<file path="src/rtl/cpu_exec_core_if.sv">
// rtl/cpu_exec_core_if.sv - Control, operand and status bundle of the execution core
interface cpu_exec_core_if;
    logic       cycle_en;
    logic [7:0] instruction;
    logic [7:0] in_a;
    logic [7:0] in_b;
    logic [7:0] bus_in;
    logic [7:0] state;
    logic [7:0] opcode;
    logic [3:0] cycle;
    logic [7:0] alu_out;
    logic       flag_zero;
    logic       flag_carry;
    logic [7:0] pc_out;
    logic       halted;

    modport master (
        output cycle_en, instruction, in_a, in_b, bus_in,
        input  state, opcode, cycle, alu_out, flag_zero, flag_carry, pc_out, halted
    );

    modport slave (
        input  cycle_en, instruction, in_a, in_b, bus_in,
        output state, opcode, cycle, alu_out, flag_zero, flag_carry, pc_out, halted
    );
endinterface

</file>
<file path="src/rtl/cpu_exec_core.sv">
// rtl/cpu_exec_core.sv - Micro-sequenced execution core: decode, cycle sequencer, ALU, PC
// Optional feature macro CPU_EXEC_CORE_ADC_EN makes ALU op 111 add-with-carry instead of ADD.
module cpu_exec_core (
    input  logic          clk,
    input  logic          reset,
    cpu_exec_core_if.slave bus
);
    typedef enum logic [7:0] {
        ST_NEXT       = 8'h00, ST_FETCH_PC   = 8'h01, ST_FETCH_INST = 8'h02,
        ST_HALT       = 8'h03, ST_JUMP       = 8'h04, ST_OUT        = 8'h05,
        ST_ALU_OUT    = 8'h06, ST_ALU_EXEC   = 8'h07, ST_MOV_STORE  = 8'h08,
        ST_MOV_FETCH  = 8'h09, ST_MOV_LOAD   = 8'h0A, ST_FETCH_SP   = 8'h0C,
        ST_PC_STORE   = 8'h0D, ST_TMP_JUMP   = 8'h0E, ST_RET        = 8'h0F,
        ST_INC_SP     = 8'h10, ST_SET_ADDR   = 8'h11, ST_IN         = 8'h12,
        ST_REG_STORE  = 8'h13, ST_SET_REG    = 8'h14
    } state_t;

    localparam logic [7:0] OP_NOP  = 8'h00, OP_CALL = 8'h01, OP_RET  = 8'h02;
    localparam logic [7:0] OP_OUT  = 8'h03, OP_IN   = 8'h04, OP_HLT  = 8'h05;
    localparam logic [7:0] OP_CMP  = 8'h06, OP_LDI  = 8'h10, OP_JMP  = 8'h18;
    localparam logic [7:0] OP_PUSH = 8'h20, OP_POP  = 8'h28, OP_ALU  = 8'h40;
    localparam logic [7:0] OP_MOV  = 8'h80;

    logic [7:0] opcode;
    logic [2:0] op1, op2, alu_op;
    logic [3:0] cycle, cycle_nxt;
    state_t     cur_state;
    logic [8:0] sum9;
    logic [7:0] alu_out, pc;
    logic       flag_zero, flag_carry, jump_allowed, pc_load, pc_inc;

    assign op1 = bus.instruction[5:3];
    assign op2 = bus.instruction[2:0];

    always_comb begin
        opcode = OP_NOP;
        case (bus.instruction[7:6])
            2'b01: opcode = OP_ALU;
            2'b10: opcode = OP_MOV;
            2'b00: begin
                case (op1)
                    3'd0:    opcode = (op2 == 3'd7) ? OP_NOP : bus.instruction;
                    3'd2:    opcode = OP_LDI;
                    3'd3:    opcode = OP_JMP;
                    3'd4:    opcode = OP_PUSH;
                    3'd5:    opcode = OP_POP;
                    default: opcode = OP_NOP;
                endcase
            end
            default: opcode = OP_NOP;
        endcase
    end

    // Micro-state is a pure function of opcode and cycle; cycles 0/1 are the shared fetch.
    always_comb begin
        cur_state = ST_NEXT;
        if (cycle == 4'd0) begin
            cur_state = ST_FETCH_PC;
        end else if (cycle == 4'd1) begin
            cur_state = ST_FETCH_INST;
        end else begin
            case (opcode)
                OP_ALU:  case (cycle) 4'd2: cur_state = ST_ALU_EXEC; 4'd3: cur_state = ST_ALU_OUT; default: cur_state = ST_NEXT; endcase
                OP_CMP:  cur_state = (cycle == 4'd2) ? ST_ALU_EXEC : ST_NEXT;
                OP_LDI:  case (cycle) 4'd2: cur_state = ST_FETCH_PC; 4'd3: cur_state = ST_SET_REG; default: cur_state = ST_NEXT; endcase
                OP_JMP:  case (cycle) 4'd2: cur_state = ST_FETCH_PC; 4'd3: cur_state = ST_JUMP; default: cur_state = ST_NEXT; endcase
                OP_MOV:  case (cycle) 4'd2: cur_state = ST_MOV_FETCH; 4'd3: cur_state = ST_MOV_LOAD; 4'd4: cur_state = ST_MOV_STORE; default: cur_state = ST_NEXT; endcase
                OP_OUT:  cur_state = (cycle == 4'd2) ? ST_OUT : ST_NEXT;
                OP_IN:   cur_state = (cycle == 4'd2) ? ST_IN : ST_NEXT;
                OP_PUSH: case (cycle) 4'd2: cur_state = ST_FETCH_SP; 4'd3: cur_state = ST_REG_STORE; default: cur_state = ST_NEXT; endcase
                OP_POP:  case (cycle) 4'd2: cur_state = ST_INC_SP; 4'd3: cur_state = ST_FETCH_SP; 4'd4: cur_state = ST_SET_REG; default: cur_state = ST_NEXT; endcase
                OP_CALL: case (cycle)
                             4'd2: cur_state = ST_FETCH_PC;  4'd3: cur_state = ST_SET_ADDR;
                             4'd4: cur_state = ST_FETCH_SP;  4'd5: cur_state = ST_PC_STORE;
                             4'd6: cur_state = ST_TMP_JUMP;  default: cur_state = ST_NEXT;
                         endcase
                OP_RET:  case (cycle) 4'd2: cur_state = ST_INC_SP; 4'd3: cur_state = ST_FETCH_SP; 4'd4: cur_state = ST_RET; default: cur_state = ST_NEXT; endcase
                OP_HLT:  cur_state = ST_HALT;
                default: cur_state = ST_NEXT;
            endcase
        end
    end

    always_comb begin
        cycle_nxt = cycle;
        if (bus.cycle_en) begin
            if (cur_state == ST_NEXT)      cycle_nxt = 4'd0;
            else if (cur_state != ST_HALT) cycle_nxt = cycle + 4'd1;
        end
    end

    always_ff @(posedge clk or negedge reset) begin
        if (!reset) cycle <= 4'd0;
        else        cycle <= cycle_nxt;
    end

    // Bit 8 of the 9-bit result is carry for add forms and borrow for subtract forms.
    always_comb begin
        alu_op = (opcode == OP_ALU) ? op1 : 3'b001;
        sum9   = 9'd0;
        case (alu_op)
            3'b000: sum9 = {1'b0, bus.in_a} + {1'b0, bus.in_b};
            3'b001: sum9 = {1'b0, bus.in_a} - {1'b0, bus.in_b};
            3'b010: sum9 = {1'b0, bus.in_a} + 9'd1;
            3'b011: sum9 = {1'b0, bus.in_a} - 9'd1;
            3'b100: sum9 = {1'b0, bus.in_a & bus.in_b};
            3'b101: sum9 = {1'b0, bus.in_a | bus.in_b};
            3'b110: sum9 = {1'b0, bus.in_a ^ bus.in_b};
`ifdef CPU_EXEC_CORE_ADC_EN
            default: sum9 = {1'b0, bus.in_a} + {1'b0, bus.in_b} + {8'd0, flag_carry};
`else
            default: sum9 = {1'b0, bus.in_a} + {1'b0, bus.in_b};
`endif
        endcase
    end

    always_ff @(posedge clk or negedge reset) begin
        if (!reset) begin
            alu_out    <= 8'h00;
            flag_zero  <= 1'b0;
            flag_carry <= 1'b0;
        end else if (bus.cycle_en && cur_state == ST_ALU_EXEC) begin
            alu_out    <= sum9[7:0];
            flag_zero  <= (sum9[7:0] == 8'h00);
            flag_carry <= sum9[8];
        end
    end

    always_comb begin
        case (op2)
            3'b000:  jump_allowed = 1'b1;
            3'b001:  jump_allowed = flag_zero;
            3'b010:  jump_allowed = !flag_zero;
            3'b011:  jump_allowed = flag_carry;
            3'b100:  jump_allowed = !flag_carry;
            default: jump_allowed = 1'b0;
        endcase
    end

    assign pc_load = (cur_state == ST_JUMP && jump_allowed) || cur_state == ST_RET
                     || cur_state == ST_TMP_JUMP;
    assign pc_inc  = cur_state == ST_FETCH_PC
                     || (cur_state == ST_MOV_FETCH && (op1 == 3'b111 || op2 == 3'b111));

    always_ff @(posedge clk or negedge reset) begin
        if (!reset)                      pc <= 8'h00;
        else if (bus.cycle_en && pc_load) pc <= bus.bus_in;
        else if (bus.cycle_en && pc_inc)  pc <= pc + 8'd1;
    end

    assign bus.state      = cur_state;
    assign bus.opcode     = opcode;
    assign bus.cycle      = cycle;
    assign bus.alu_out    = alu_out;
    assign bus.flag_zero  = flag_zero;
    assign bus.flag_carry = flag_carry;
    assign bus.pc_out     = pc;
    assign bus.halted     = (cur_state == ST_HALT);
endmodule

</file>
<file path="src/flat_wrapper.sv">
// flat-port wrapper written by rule: the top's interface ports become plain ports
module cpu_exec_core_flat 
  (clk, reset, bus_cycle_en, bus_instruction, bus_in_a, bus_in_b, bus_bus_in, bus_state, bus_opcode, bus_cycle, bus_alu_out, bus_flag_zero, bus_flag_carry, bus_pc_out, bus_halted);
  cpu_exec_core_if bus_i ();
  input  logic clk;
  input  logic reset;
  input wire logic [$bits(bus_i.cycle_en)-1:0] bus_cycle_en;
  input wire logic [$bits(bus_i.instruction)-1:0] bus_instruction;
  input wire logic [$bits(bus_i.in_a)-1:0] bus_in_a;
  input wire logic [$bits(bus_i.in_b)-1:0] bus_in_b;
  input wire logic [$bits(bus_i.bus_in)-1:0] bus_bus_in;
  output wire logic [$bits(bus_i.state)-1:0] bus_state;
  output wire logic [$bits(bus_i.opcode)-1:0] bus_opcode;
  output wire logic [$bits(bus_i.cycle)-1:0] bus_cycle;
  output wire logic [$bits(bus_i.alu_out)-1:0] bus_alu_out;
  output wire logic [$bits(bus_i.flag_zero)-1:0] bus_flag_zero;
  output wire logic [$bits(bus_i.flag_carry)-1:0] bus_flag_carry;
  output wire logic [$bits(bus_i.pc_out)-1:0] bus_pc_out;
  output wire logic [$bits(bus_i.halted)-1:0] bus_halted;
  assign bus_i.cycle_en = bus_cycle_en;
  assign bus_i.instruction = bus_instruction;
  assign bus_i.in_a = bus_in_a;
  assign bus_i.in_b = bus_in_b;
  assign bus_i.bus_in = bus_bus_in;
  assign bus_state = bus_i.state;
  assign bus_opcode = bus_i.opcode;
  assign bus_cycle = bus_i.cycle;
  assign bus_alu_out = bus_i.alu_out;
  assign bus_flag_zero = bus_i.flag_zero;
  assign bus_flag_carry = bus_i.flag_carry;
  assign bus_pc_out = bus_i.pc_out;
  assign bus_halted = bus_i.halted;
  cpu_exec_core u_core (.clk(clk), .reset(reset), .bus(bus_i));
endmodule
</file>
<file path="config.mk">
export PLATFORM = sky130hd
export DESIGN_NAME = cpu_exec_core_flat
export DESIGN_NICKNAME = d
export VERILOG_FILES = /design/src/rtl/cpu_exec_core_if.sv /design/src/rtl/cpu_exec_core.sv /design/src/flat_wrapper.sv
export SDC_FILE = /design/constraint.sdc
export NUM_CORES = 1
export LEC_CHECK = 0
export ABC_AREA = 1
export CAP_MARGIN = 25
export CORE_ASPECT_RATIO = 0.9
export CORE_UTILIZATION = 40
export CTS_BUF_LIST = sky130_fd_sc_hd__clkbuf_16
export DETAILED_ROUTE_END_ITERATION = 6
export PLACE_DENSITY = 0.78
export SYNTH_ARGS = -nofsm -noshare
export SYNTH_HDL_FRONTEND = slang
export SYNTH_SLANG_ARGS = --single-unit
</file>
<file path="constraint.sdc">
create_clock -name clk -period 2.7 [get_ports clk]
set_input_delay 0.675 -clock clk [delete_from_list [all_inputs] [get_ports clk]]
set_output_delay 0.675 -clock clk [all_outputs]
set_load 0.05 [all_outputs]
</file>
## Word-level counts from Yosys, hierarchy flattened

Cells that the tools add are included.
W data, S select, Z words.

| storage, ports and cells | value |
|---|---|
| flip-flop bits (word level) | 22 |
| bits of input ports | 35 |
| output and inout bits | 39 |
| word-level logic and storage cells | 102 |

| cells by class | value |
|---|---|
| $add $sub $neg | 6 |
| eq/ne operators | 44 |
| mux-type cells | 24 |
| bitwise gates (word level) | 3 |
| reductions and logical operators | 20 |

Operators with widths:

| kind | count |
|---|---|
| $pmux W8 S12 | 1 |
| $pmux W9 S6 | 1 |
| $eq A8 B3 Y1 const B | 5 |
| $mux W8 | 5 |
| $pmux W8 S5 | 1 |
| $pmux W5 S3 | 2 |
| $pmux W5 S5 | 1 |
| $eq A3 B3 Y1 const B | 8 |
| $eq A8 B2 Y1 const B | 3 |
| $eq A8 B4 Y1 const B | 3 |
| $pmux W8 S3 | 1 |
| $pmux W5 S2 | 2 |
| $eq A3 B2 Y1 const B | 6 |
| $eq A8 B1 Y1 const B | 2 |
| $eq A8 B5 Y1 const B | 2 |
| $eq A8 B6 Y1 const B | 2 |
| $logic_not A8 Y1 | 2 |
| $eq A4 B3 Y1 const B | 3 |
| $pmux W3 S2 | 2 |
| $pmux W4 S3 | 1 |
| $add A8 B1 Y9 const B | 1 |
| $add A8 B8 Y9 | 1 |
| $mux W3 | 3 |
| $sub A8 B1 Y9 const B | 1 |
| other kinds (25) | 38 |

## Logic depth before layout (Yosys ltp)

Gate-level depths: netlist of the first run.

| logic depth | value |
|---|---|
| word-level depth | 14 |
| depth in mapped cells | 28 |
| mapped depth without buffers | 28 |

## Worst setup path after synthesis of the first run

No wires, ideal clock.

| timing | value |
|---|---|
| path type | input port to output port |
| start point | input bus_instruction[6] |
| end point | output bus_halted |
| arrival | 3.484 ns |
| data required time | 2.025 ns |
| setup slack | -1.459 ns |
| stages on the path | 14 |
| buffers on the path | 0 |
| path through | inv_1 ha_1 nand2_1 nor2_1 nand2_1 inv_1 nand3_2 o21ai_1 nor2_1 nand3_2 nand2_1 inv_2 nand2_1 nor2_1 |

| on the way | value |
|---|---|
| elaborated cells on any way between the ends | 22 |
| those cells by class | eq/ne (15); mux (6); reduce/logical (1) |

RTL lines:

| item | line | source |
|---|---|---|
| start, declared | flat_wrapper.sv:8 | `input wire logic [$bits(bus_i.instruction)-1:0] bus_instruction;` |
| $eq A2 B2 Y1 (tied with other cells) | cpu_exec_core.sv:37 | `case (bus.instruction[7:6])` |
| $pmux W8 S3 * | cpu_exec_core.sv:37 |  |
| net bus_opcode[5] | flat_wrapper.sv:13 | `output wire logic [$bits(bus_i.opcode)-1:0] bus_opcode;` |
| $eq A8 B3 Y1 (tied with other cells) | cpu_exec_core.sv:62 | `case (opcode)` |
| $pmux W8 S12 * | cpu_exec_core.sv:62 |  |
| $mux W8 * | cpu_exec_core.sv:59 | `end else if (cycle == 4'd1) begin` |
| $mux W8 * | cpu_exec_core.sv:57 | `if (cycle == 4'd0) begin` |
| net bus_state[1] | flat_wrapper.sv:12 | `output wire logic [$bits(bus_i.state)-1:0] bus_state;` |
| $eq A8 B2 Y1 * | cpu_exec_core.sv:158 | `assign bus.halted = (cur_state == ST_HALT);` |
| end, declared | flat_wrapper.sv:19 | `output wire logic [$bits(bus_i.halted)-1:0] bus_halted;` |

The timed path passes the listed nets; every way through them passes the cells marked *.

## Worst setup path in the final report of the first run

| timing | value |
|---|---|
| start point | input bus_instruction[7] |
| end point | register u_core.flag_zero (netlist: u_core.bus.flag_zero) |

| on the way | value |
|---|---|
| cells in the longest elaborated chain, start to end | 9 |
| elaborated cells on any way between the ends | 32 |
| those cells by class | eq/ne (21); mux (8); reduce/logical (3) |

RTL lines:

| item | line | source |
|---|---|---|
| $mux W8 | cpu_exec_core.sv:42 | `3'd0: opcode = (op2 == 3'd7) ? OP_NOP : bus.instruction;` |
| $pmux W8 S5 | cpu_exec_core.sv:41 | `case (op1)` |
| $pmux W8 S3 * | cpu_exec_core.sv:37 |  |
| $eq A8 B3 Y1 (tied with other cells) | cpu_exec_core.sv:62 |  |
| $pmux W8 S12 | cpu_exec_core.sv:62 |  |
| $mux W8 | cpu_exec_core.sv:59 |  |
| $mux W8 | cpu_exec_core.sv:57 |  |
| $eq A8 B3 Y1 | cpu_exec_core.sv:122 | `end else if (bus.cycle_en && cur_state == ST_ALU_EXEC) begin` |
| $logic_and A1 B1 Y1 | cpu_exec_core.sv:122 |  |
| end signal, assigned | cpu_exec_core.sv:124 | `flag_zero <= (sum9[7:0] == 8'h00);` |
| end, declared | cpu_exec_core.sv:30 | `logic flag_zero, flag_carry, jump_allowed, pc_load, pc_inc;` |

Every way passes the cells marked *; elsewhere a longest branch is shown, timed or not.
A chain may end at the register's enable or synchronous reset.

==> results by group, run 1 <==
STA
  • Final setup fails: 27
  • Period utilization: 1.338
  • Max_slew headroom: 0.6276
  • Final TNS setup: -11,200 ps
  • Slew at the pin closest to its max-slew limit: 556.9 ps
  • RSZ-0062 raised after global routing: true
  • Fmax achieved: 276.8 MHz
  • Tmin final: 3613 ps
  • Final Hold Viols: 0
  • Setup slack after layout: -912.5 ps
  • Hold Slack: 492.8 ps
  • Max-slew violations: 0
  • Clk_skew: 8.698 ps

Detailed routing
  • DRC violations left: 6
  • Detail Route Antenna Nets: 0
  • Total vias in the final route: 4,677
  • Vias per inst: 5.483
  • Iter 0 DRT Violations: 330
  • Total Wirelength: 14,160 µm
  • WL/cell: 16.60 µm
  • DR pass1 iterations: 7

Worst setup path
  • Worst Reg2Reg Path Length in Cells: 17
  • Reg2Reg Launch Point: u_core.bus.cycle[1]
  • CP Capture Type: flop
  • Slowest CP cell: fa_2
  • Crit path top cell by count: nand2_1
  • CP peak stage delay: 380 ps
  • Crit path to: u_core.bus.flag_zero
  • Max FO, Critical Path: 5
  • Crit Path Category: input pin to flop
  • Worst EP required: 2900 ps
  • R2r setup slk: -50 ps
  • Worst r2r dst: u_core.bus.pc_out[1]
  • Crit start category: input pin
  • Worst Setup SP: bus_instruction[7]
  • Worst Path Arrival: 3810 ps

Cells and area
  • Ratio of cells with drive above 1 in the final layout: 0.4271
  • Area Overhead vs Synth: 85.54%
  • Design area: 6115 µm²
  • Final nets: 827
  • Ant diodes: 0
  • Filler cell count: 521

Global routing
  • Global-route usage over all layers: 0.2767
  • Initial antenna violation count: 0
  • First-pass GRT wire length: 19,360 µm
  • Total grt overflow: 0
  • Vias in the first global route: 4,333
  • Pin count of the biggest net entering global routing: 23

Power and ir drop
  • Leakage power: 0.003130 µW
  • Final Power: 3371 µW
  • Power density cells: 551.3 nW/µm²
  • VDD IR-drop max: 0.4481 mV

CTS
  • Clk pin slew, worst setup/hold paths: 60 ps
  • Skew-Pair Late Insertion Delay: 260 ps
  • Total CTS buffers: 3
  • Clk root buf: clkbuf_16
  • CTS tree: done
  • Clock sink total: 22
  • # H-tree levels: 1
  • Clock tree buffer depth: 2

Status
  • Failing checks: DRC, setup timing
  • Status: complete, but fails checks

Floorplan
  • Die width: 97.68 µm
  • Starting Density: 0.4105
  • Site Rows: 31
  • Core box area: 8029 µm²
  • Ports: 74
  • DIE AREA: 8607 µm²
  • Die Span Y: 88.11 µm

Yosys
  • Post-Syn Instances: 541
  • Async set-reset flop share out of synthesis: 1.000
  • #FFs+latches synth: 22
  • Mapped Area: 3296 µm²
  • Post-synth EDFFs: 0
  • Top FF cell, synth: dfrtp_1
  • Warnings from Yosys: 0
  • Unique cell type count in the Yosys netlist: 35
  • Seq/Total Area, Yosys: 0.1670
  • Post-Syn Area per Cell: 6.092 µm²

Min path
  • Hold Crit Start: u_core.bus.alu_out[4]
  • Min-Delay Path Class: flop to flop

Placement
  • Post-DP Area: 5303 µm²
  • # port buffers: 70
  • Gpl congestion: 0.9441
  • Placement-stage worst setup slack: -1463 ps
  • Detailed Place HPWL: 8569 µm

Flow run
  • Maxcap violations: 0
[power by group]
group	switching [µW]	internal [µW]	leakage [µW]
sequential	107	403	0.000297
combinational	1440	991	0.00278
clock	135	295	0.0000511
[stage by stage]
| stage | utilization | std cells |
|---|---|---|
| global route | 0.7616 | 853 |
| floorplan | - | 543 |
| CTS | 0.7253 | 842 |
| detailed placement | 0.6604 | 823 |
| global placement | 0.6604 | 823 |
| finish | 0.7616 | 853 |
[worst max-delay path, delay by kind of cell]
kind            cells  cell delay (ps)
fa+ha+maj           2              560
compound gates      5              730
buf+inv             7              480
simple gates       15             1350
[cell type report]
class | count | area [µm²] | share of cell area
Multi-Input combinational cell | 418 | 2964 | 0.4848
Sequential cell | 22 | 550.5 | 0.09003
Timing Repair Buffer | 212 | 1962 | 0.3209
Inverter | 98 | 409.1 | 0.06691
Clock inverter | 1 | 30.03 | 0.004911
Tap cell | 99 | 123.9 | 0.02026
Clock buffer | 3 | 75.07 | 0.01228
[synthesized netlist by cell type (2+ instances only)]
| library cell | number | share of area |
|---|---|---|
| nand2_2 | 9 | 0.017 |
| a21oi_1 | 6 | 0.0091 |
| nand2_1 | 147 | 0.17 |
| inv_1 | 85 | 0.097 |
| ha_1 | 36 | 0.14 |
| inv_2 | 12 | 0.014 |
| nand2_4 | 3 | 0.010 |
| nand3_1 | 50 | 0.076 |
| nor2_1 | 63 | 0.072 |
| nor2_4 | 2 | 0.0068 |
| xnor2_1 | 3 | 0.0080 |
| nand3_2 | 7 | 0.021 |
| o2111ai_1 | 2 | 0.0053 |
| o21ai_2 | 2 | 0.0053 |
| o22ai_1 | 2 | 0.0038 |
| nand4_1 | 8 | 0.015 |
| xor2_1 | 14 | 0.037 |
| o21ai_0 | 17 | 0.026 |
| o21bai_1 | 2 | 0.0046 |
| buf_2 | 3 | 0.0046 |
| o21ai_1 | 10 | 0.015 |
| nor3_1 | 8 | 0.012 |
| nor2_2 | 9 | 0.017 |
| dfrtp_1 | 22 | 0.17 |
| buf_4 | 3 | 0.0068 |
| o211ai_1 | 7 | 0.016 |
[cells by family (layout without fill, tap and decap cells)]
group	after synthesis	after routing	synth area share
buffers and inverters	105	314	0.1264
other	1	3	0.001138
xor gates and xnor gates	17	17	0.04518
adders and majority gates	37	37	0.1427
DFF	22	22	0.1670
AOI/OAI and AO/OA	48	48	0.08504
and+or+nand+nor	311	313	0.4324
[layout by cell type, fill, tap and decap left out, drive strengths merged, types with 2 or more instances in the layout]
cell           instances
a21oi                  6
nor2                  76
o22ai                  2
ha                    36
conb                   3
clkbuf                 7
dfrtp                 22
buf                  160
o21ai                 29
nor3                   9
o211ai                 7
inv                   96
clkdlybuf4s50         48
xor2                  14
o21bai                 2
nand4                  8
o2111ai                2
xnor2                  3
nand3                 57
nand2                160
[flip-flops by register name (all words and copies together), names as in the netlist]
name / flops
u_core.bus.alu_out: 8
u_core.bus.cycle: 4
u_core.bus.flag_carry: 1
u_core.bus.flag_zero: 1
u_core.bus.pc_out: 8
[metal layers]
layer	wire length (µm)	vias to the layer above	track usage
met3	1056	99	0.02873
met5	0	-	0
met4	896	0	0.1033
met2	6860	291	0.5158
li1	-	2137	-
met1	5348	2150	0.3328
[how the worst min path moves through the flow]
stage	to	slack, ps	depth (start not counted)
floorplan	u_core.bus.alu_out[0]	380	0
global placement	u_core.bus.alu_out[3]	470	2
detailed placement	u_core.bus.alu_out[4]	480	2
CTS	u_core.bus.alu_out[3]	500	2
global route	u_core.bus.alu_out[2]	530	2
finish	u_core.bus.alu_out[4]	490	2
[timing repair]
item | CTS | global route
setup endpoints to repair | 34 | 30
hold buffers | 0 | 0
cloned | 2 | 0
resized for setup | 100 | 73
pin swaps | 57 | 51
setup buffers | 15 | 14
(Power assumes the default switching activity.)
==> inputs of run 2 (changes only) <==
ABC_CLOCK_PERIOD_IN_PS = 2700   (was not set)
SETUP_SLACK_MARGIN = 0.15   (was not set)
==> results by group, run 2 (synthesized netlist as in run 1, its figures left out) <==
Cells and area
  • Filler cell count: 496
  • Most common cell after layout, fill and taps aside: buf_4
  • Ratio of cells with drive above 1 in the final layout: 0.4404
  • Multi-input gate area: 3023 µm²
  • Layout Utilization: 0.7792
  • Final nets: 836
  • Area Overhead vs Synth: 89.83%
  • Non-Filler Instances: 862
  • Register area: 551.8 µm²
  • Most frequent cells in the layout: 132 x buf_4, 119 x nand2_1, 66 x inv_1
  • Ant diodes: 0

Global routing
  • Global-route usage over all layers: 0.2792
  • Initial antenna violation count: 0
  • Pin count of the biggest net entering global routing: 23
  • Vias in the first global route: 4,369
  • Total grt overflow: 0
  • First-pass GRT wire length: 19,610 µm

CTS
  • Total CTS buffers: 3
  • Clock tree buffer depth: 2
  • Hold-fix buffers at CTS: 0
  • CTS tree: done
  • Skew-Pair Late Insertion Delay: 260 ps
  • # H-tree levels: 1
  • Clk root buf: clkbuf_16
  • Clock sink total: 22
  • Clk pin slew, worst setup/hold paths: 70 ps

Detailed routing
  • Vias per inst: 5.418
  • Detail Route Antenna Nets: 0
  • Iter 0 DRT Violations: 364
  • Total Wirelength: 13,910 µm
  • DRC violations left: 7
  • WL/cell: 16.14 µm
  • DR pass1 iterations: 7
  • Total vias in the final route: 4,670

Min path
  • Hold Crit Start: u_core.bus.alu_out[5]
  • Min-Delay Path Class: flop to flop

Floorplan
  • DIE AREA: 8607 µm²
  • Die Span Y: 88.11 µm
  • Die width: 97.68 µm
  • Site Rows: 31
  • Starting Density: 0.4105
  • Ports: 74
  • Core box area: 8029 µm²

Placement
  • Gpl congestion: 0.9673
  • Placement-stage worst setup slack: -1496 ps
  • Placed cell count: 825
  • # port buffers: 70
  • Detailed Place HPWL: 8699 µm

STA
  • RSZ-0062 raised after global routing: true
  • Tmin final: 3623 ps
  • Final setup fails: 28
  • Final Hold Viols: 0
  • Fmax achieved: 276.0 MHz
  • Final TNS setup: -17,900 ps
  • Hold Slack: 485.2 ps
  • Slew at the pin closest to its max-slew limit: 557.4 ps
  • Setup slack after layout: -923.5 ps
  • Clk_skew: 4.608 ps
  • Max-slew violations: 0
  • Max_slew headroom: 0.6272
  • Period utilization: 1.342

Power and ir drop
  • VDD IR-drop max: 0.4660 mV
  • Leakage power: 0.003207 µW
  • Power density cells: 547.0 nW/µm²

Worst setup path
  • Crit Path Category: input pin to flop
  • CP peak stage delay: 360 ps
  • CP Capture Type: flop
  • Worst r2r dst: u_core.bus.pc_out[2]
  • Crit path to: u_core.bus.flag_carry
  • Crit start category: input pin
  • Worst EP required: 2840 ps
  • Worst Reg2Reg Path Length in Cells: 19
  • Slowest CP cell: fa_2
  • Max FO, Critical Path: 4
  • Worst Path Arrival: 3760 ps
  • Worst Setup SP: bus_instruction[2]
  • Reg2Reg Launch Point: u_core.bus.cycle[0]
  • R2r setup slk: -310 ps

Flow run
  • Maxcap violations: 0

Status
  • Failing checks: DRC, setup timing
  • Status: complete, but fails checks
==> run 2: metrics by stage <==
stage               area, µm²  total power (µW)
floorplan                3487              1663
finish                   6256              3422
CTS                      5978              3182
detailed placement       5341              2495
global placement         5341              2426
global route             6256              3588
==> run 2: repair_timing <==
action                     CTS  global route
setup buffers               19            11
setup endpoints to repair   34            32
gates cloned                 3             0
pin swaps                   56            41
gates resized for setup    107            64
==> run 2: per-layer routing <==
metal | track usage | share of wire | up-vias
met5 | 0 | 0 | -
met4 | 0.08127 | 0.050 | 0
met3 | 0.04070 | 0.065 | 89
met2 | 0.5274 | 0.50 | 282
met1 | 0.3316 | 0.39 | 2142
li1 | - | - | 2157
==> run 2: final cells by class <==
cell class,count,share of cell area
Multi-Input combinational cell,419,0.4832
Sequential cell,22,0.08820
Timing Repair Buffer,220,0.3270
Inverter,98,0.06500
Clock inverter,1,0.004800
Clock buffer,3,0.01200
Tap cell,99,0.01980
==> run 2: critical path, delay by kind of cell <==
family / cells / cell delay [ps]
compound gates: 9 / 1180
simple gates: 9 / 830
buf+inv: 6 / 700
fa+ha+maj: 1 / 360
==> run 2: report_power, final <==
group          switching [µW]  internal (µW)
logic                    1460           1030
registers                 104            405
clock network             131            295
==> run 2: worst min-delay path by stage <==
stage / end / slack [ps] / cells past startpoint
2_1_floorplan: u_core.bus.alu_out[0] / 380 / 0
3_3_place_gp: u_core.bus.alu_out[4] / 470 / 2
3_5_place_dp: u_core.bus.alu_out[5] / 460 / 2
4_1_cts: u_core.bus.alu_out[5] / 490 / 2
5_1_grt: u_core.bus.alu_out[5] / 500 / 2
6_report: u_core.bus.alu_out[5] / 490 / 2
